File: config.mk
export PLATFORM = sky130hd
export DESIGN_NAME = sampler_capture_ctrl
export DESIGN_NICKNAME = d
export VERILOG_FILES = /design/src/rtl/sampler_capture_ctrl.sv
export SDC_FILE = /design/constraint.sdc
export NUM_CORES = 1
export LEC_CHECK = 0
export CORE_ASPECT_RATIO = 0.5
export CORE_MARGIN = 2
export CORE_UTILIZATION = 53
export DETAILED_ROUTE_END_ITERATION = 8
export PLACE_DENSITY = 0.82
export SETUP_SLACK_MARGIN = 0.5
export SYNTH_ARGS = -nofsm -noshare
export SYNTH_HDL_FRONTEND = slang
export SYNTH_SLANG_ARGS = --single-unit
File: constraint.sdc
create_clock -name ACLK -period 3.1 [get_ports ACLK]
set_input_delay 0.465 -clock ACLK [delete_from_list [all_inputs] [get_ports ACLK]]
set_output_delay 0.465 -clock ACLK [all_outputs]
set_load 0.03 [all_outputs]
File: src/rtl/sampler_capture_ctrl.sv
// Capture sequencer and interrupt controller for the sampler/FIFO datapath.
// Paces FIFO writes with a programmable period/count and raises sticky, ackable interrupts.
module sampler_capture_ctrl #(
  parameter int DIV_WIDTH = 16,
  parameter int CNT_WIDTH = 16,
  parameter int LVL_WIDTH = 10
) (
  input  logic                 ACLK,
  input  logic                 ARESETN,
  input  logic                 cfg_start,
  input  logic                 cfg_abort,
  input  logic [DIV_WIDTH-1:0] cfg_period,
  input  logic [CNT_WIDTH-1:0] cfg_count,
  input  logic [LVL_WIDTH-1:0] cfg_thresh,
  input  logic                 fifo_full,
  input  logic [LVL_WIDTH-1:0] fifo_level,
  output logic                 fifo_wr_en,
  output logic                 busy,
  output logic [CNT_WIDTH-1:0] samples_done,
  input  logic [2:0]           intr_en,
  input  logic [2:0]           intr_ack,
  input  logic                 global_en,
  output logic [2:0]           intr_pending,
  output logic                 irq
);

  typedef enum logic [1:0] {
    S_IDLE = 2'd0,
    S_RUN  = 2'd1,
    S_DONE = 2'd2
  } state_t;

  localparam logic [DIV_WIDTH-1:0] DIV_ZERO = DIV_WIDTH'(0);
  localparam logic [DIV_WIDTH-1:0] DIV_ONE  = DIV_WIDTH'(1);
  localparam logic [CNT_WIDTH-1:0] CNT_ZERO = CNT_WIDTH'(0);
  localparam logic [CNT_WIDTH-1:0] CNT_ONE  = CNT_WIDTH'(1);

  state_t               r_state;
  state_t               w_state_nxt;
  logic [DIV_WIDTH-1:0] r_period;
  logic [DIV_WIDTH-1:0] r_div;
  logic [CNT_WIDTH-1:0] r_count;
  logic [CNT_WIDTH-1:0] r_samples;
  logic [2:0]           r_status;
  logic                 r_lvl_ge;
  logic                 r_irq;

  logic                 w_accept_start;
  logic                 w_tick;
  logic                 w_strobe;
  logic                 w_drop;
  logic                 w_last;
  logic                 w_lvl_ge;
  logic [CNT_WIDTH-1:0] w_samples_inc;
  logic [2:0]           w_status_set;

  // Tick/strobe decode and next-state selection.
  always_comb begin
    w_state_nxt    = r_state;
    w_accept_start = cfg_start && !cfg_abort && (r_state == S_IDLE);
    w_tick         = (r_state == S_RUN) && (r_div == DIV_ZERO);
    // An aborting cycle never writes, even if the divider expires on it.
    w_strobe       = w_tick && !fifo_full && !cfg_abort;
    w_drop         = w_tick && fifo_full && !cfg_abort;
    w_samples_inc  = r_samples + CNT_ONE;
    w_last         = w_strobe && (r_count != CNT_ZERO) && (w_samples_inc == r_count);
    w_lvl_ge       = (fifo_level >= cfg_thresh);
    w_status_set   = {w_drop, w_lvl_ge && !r_lvl_ge, r_state == S_DONE};
    case (r_state)
      S_IDLE: begin
        if (w_accept_start) begin
          w_state_nxt = S_RUN;
        end else begin
          w_state_nxt = S_IDLE;
        end
      end
      S_RUN: begin
        if (cfg_abort) begin
          w_state_nxt = S_IDLE;
        end else if (w_last) begin
          w_state_nxt = S_DONE;
        end else begin
          w_state_nxt = S_RUN;
        end
      end
      S_DONE:  w_state_nxt = S_IDLE;
      default: w_state_nxt = S_IDLE;
    endcase
  end

  // Run sequencing registers: state, latched config, divider and sample counter.
  always_ff @(posedge ACLK or negedge ARESETN) begin
    if (!ARESETN) begin
      r_state   <= S_IDLE;
      r_period  <= DIV_ZERO;
      r_div     <= DIV_ZERO;
      r_count   <= CNT_ZERO;
      r_samples <= CNT_ZERO;
    end else begin
      r_state <= w_state_nxt;
      if (w_accept_start) begin
        r_period  <= cfg_period;
        r_count   <= cfg_count;
        r_div     <= cfg_period;
        r_samples <= CNT_ZERO;
      end else if (r_state == S_RUN) begin
        r_div <= w_tick ? r_period : (r_div - DIV_ONE);
        if (w_strobe) begin
          r_samples <= w_samples_inc;
        end else begin
          r_samples <= r_samples;
        end
      end else begin
        r_div <= r_div;
      end
    end
  end

  // Sticky status (set beats ack), threshold edge history and registered irq.
  always_ff @(posedge ACLK or negedge ARESETN) begin
    if (!ARESETN) begin
      r_status <= 3'b000;
      r_lvl_ge <= 1'b0;
      r_irq    <= 1'b0;
    end else begin
      r_status <= (r_status & ~intr_ack) | w_status_set;
      r_lvl_ge <= w_lvl_ge;
      r_irq    <= global_en & (|(r_status & intr_en));
    end
  end

  assign fifo_wr_en   = w_strobe;
  assign busy         = (r_state != S_IDLE);
  assign samples_done = r_samples;
  assign intr_pending = r_status & intr_en;
  assign irq          = r_irq;

endmodule

==> metrics.md <==
| Metric | Value |
|---|---|
| Die width | roughly 130 microns |
| Finished Cell Area | 5460 sq um |
| Final period utilization | 0.790 |
| Initial antenna violation count | 0 |
| Reg clk slew, reported paths | ~60 ps |
| Worst path bufs/invs | 2 |
| Syn_area_per_cell | 8.47 sq um |
| Skew-Pair Late Insertion Delay | 330 ps |
| Ports | 86 |
| ANT cells | 0 |
| Fill cells | 583 |
| Worst Skew | 4.51 ps |
| Mux share of post-synthesis cell area | 0 |
| PortBufs | 85 |
| DRT Pass-1 Iters | 5 |
| Pin count of the biggest net entering global routing | 44 |
| M1 WL | between 4000 and 5000 microns |
| Initial core utilization | 0.558 |
| Headroom to the max-slew limit | 0.468 |
| Tmin final | 2450 ps |
| Number of buffers created by CTS | 9 |
| Layout cells sized above 1 | 0.0743 |
| Setup crit start kind | flop |
| Detailed Route Iter0 Violations | 302 |
| Status | finished clean |
| Setup crit end kind | output pin |
| Worst slew pin tran | 797 ps |
| Top Metal Used | met4 |
| Max-Cap Viols | 0 |
| Area contributors post-synth | dfrtp_1, nand2_1, ha_1 |
| Worst EP required | 2630 ps |
| Post-DR vias/cell | 5.58 |
| Post-Place Cell Area | 5150 sq um |
| EDFF count, synth | 0 |
| Reg2reg path depth | 6 |
| Register area | roughly 1800 sq um |
| CP delay by family, top | simple AND/OR/NAND/NOR gates |
| TritonCTS Sinks | 71 |
| Yosys top cell area share | 0.425 |
| Synth area leader | dfrtp_1 |
| Met3 WL post-DR | 641 microns |
| Full die area | just under 9000 sq um |
| Placement Setup Slack | 466 ps |
| Nets | 651 |
| Routed Antenna Nets | 0 |
| Synthesized flop and latch total | 71 |
| Final setup viols | 0 |
| Clock buffer depth | 2 |
| GPL Wtd Cong | 0.901 |
| Hold slack | roughly 180 ps |
| Detail Placement HPWL | 7280 microns |
| Reg2reg setup slack | 680 ps |
| Wire length on met2 | 4640 microns |
| Largest stage delay, worst path | 420 ps |
| Post-synth cell types | 58 |
| Routed WL | 10200 microns |
| Seq/Total Area, Yosys | 0.425 |
| Reg-to-Reg End | r_state[0] |
| Hold_buf cts | 0 |
| Synth Area in Adders | 0.0389 |
| Vias in the first global route | between 3000 and 4000 |
| Core area | 7490 sq um |
| Asr flop ratio synth | 1.00 |
| Crit path max fanout | 6 |
| Global-route wire length before repair | 16700 microns |
| R2r startpoint | samples_done[4] |
| GRT overflow | 0 |
| RSZ-0062 raised after global routing | true |
| Post-Synthesis Cells | 493 |
| Synth Area in Simple Gates | 0.265 |
| Largest family of logic cells by synthesized area | simple AND/OR/NAND/NOR gates |
| Root Driver | clkbuf_16 |
| Crit Path Class | reg -> out |
| Final hold violation count | 0 |
| Static Leak | around 2.5 nW |
| Slowest library cell on the worst path | dfrtp_1 |
| Die height | 66.8 microns |
| Max Slew Vio Count | 0 |
| Min-delay worst type | in -> async |
| Worst-path cell chain | inv_1 -> ha_1 -> nor4b_4 -> nand4_2 -> nor4_4 -> buf_2 |
| PD cells | 547 nW/um^2 |
| Post-synthesis compound-gate area fraction | 0.166 |
| Synth Flop Type | dfrtp_1 |
| DRC | 0 |
| Setup Fix Bufs, Post-CTS | 0 |
| Syn Nets | 570 |
| Post-DR wirelength/cell | about 15 microns |
| Row count | 22 |
| Vias | 3836 |
| Peak VDD IR | between 0.3 and 0.4 mV |
| Critical Path Source | r_div[0] |
| TritonCTS clock tree | yes |
| CP arrival | 1980 ps |
| Htree depth | 3 |
| Area delta synth->final | 30.8% |
| TNS Setup | 0 ps |
| Synth Cell Area | approximately 4200 sq um |
| F_max | 409 MHz |
| Final setup margin | 652 ps |
| Total track usage | 0.252 |
| Synthesis Warnings | 0 |
| Multi-input gate area | approximately 2200 sq um |
| Synth Area in XOR/XNOR | 0.0566 |
[area by class of cell]
class	count	share of cell area
Clock buffer	11	0.0463
Clock inverter	5	0.0103
Inverter	26	0.0179
Multi-Input combinational cell	371	0.406
Sequential cell	71	0.325
Tap cell	108	0.0247
Timing Repair Buffer	95	0.170
[logic make-up (layout without fill, tap and decap cells)]
logic type / Yosys count / count (layout)
buffers and inverters: 51 / 137
adder cells (fa/ha/maj): 13 / 13
XOR/XNOR: 27 / 27
AND/OR/NAND/NOR: 231 / 231
AO/OA/AOI/OAI: 100 / 100
flip-flops: 71 / 71
[Yosys cell counts (all sizes together) (3+ instances only)]
library cell	count
o21ai	34
dfrtp	71
o22ai	5
nor3	9
a21o	4
inv	26
nor4	12
ha	13
buf	6
clkbuf	19
and3	5
xnor2	10
and4	3
and2	5
nand2	123
a2bb2oi	3
o311ai	6
or4	3
a21oi	7
a211oi	3
nor2	35
xor2	17
nor3b	3
o21a	5
o31ai	7
nand4	12
or3	3
nand3	11
[placed cells by master (no fill, tap or decap), types with 10 or more instances in the layout]
cell type	count
clkdlybuf4s50_1	83
dfrtp_1	71
ha_1	13
inv_1	26
nand2_1	123
nand3_1	11
nand4_1	11
nor2_1	34
o21ai_0	29
xnor2_1	10
xor2_1	17
[worst register-to-register path, cell delays in order (launching register included)]
cell,delay (ps)
dfrtp_1,520
nand4_1,380
nor4_2,540
xnor2_1,170
o21ai_0,150
a2111oi_2,420
o31ai_1,100
[per-stage QoR]
stage | power [mW] | utilization | cells
2_1_floorplan | 1.71 | - | 493
3_3_place_gp | 1.92 | 0.687 | 671
3_5_place_dp | 1.94 | 0.687 | 671
4_1_cts | 3.00 | 0.728 | 687
5_1_grt | 3.16 | 0.730 | 687
6_report | 2.99 | 0.730 | 687
[flip-flops by register name, summed over array words and instances, names as in the netlist]
name,flops
r_state,2
r_status,3
samples_done,16
r_period,16
r_div,16
irq,1
r_count,16
r_lvl_ge,1
[what timing repair did]
item                       CTS  global route
pin swaps                    0             1
gates resized for setup      5             3
setup endpoints to repair    1             5
[routing by layer]
| metal | global-route usage | up-vias |
|---|---|---|
| li1 | - | 1886 |
| met2 | 0.427 | 116 |
| met4 | 0.0618 | 0 |
| met5 | 0 | - |
| met1 | 0.323 | 1822 |
| met3 | 0.0707 | 12 |
[power by group]
part	switching [mW]	internal, mW	total [mW]
Combinational	0.321	0.332	0.653
Sequential	0.202	1.08	1.29
Clock	0.386	0.664	1.05
[how the worst max path moves through the flow]
stage	to	slack (ps)	cells past startpoint
after global routing	r_state[0]	480	7
after floorplan	samples_done[5]	680	9
after global placement	fifo_wr_en	490	6
after CTS	r_state[0]	570	6
final	fifo_wr_en	650	6
after detailed placement	fifo_wr_en	470	6
Power figures use the tool's default switching activity.
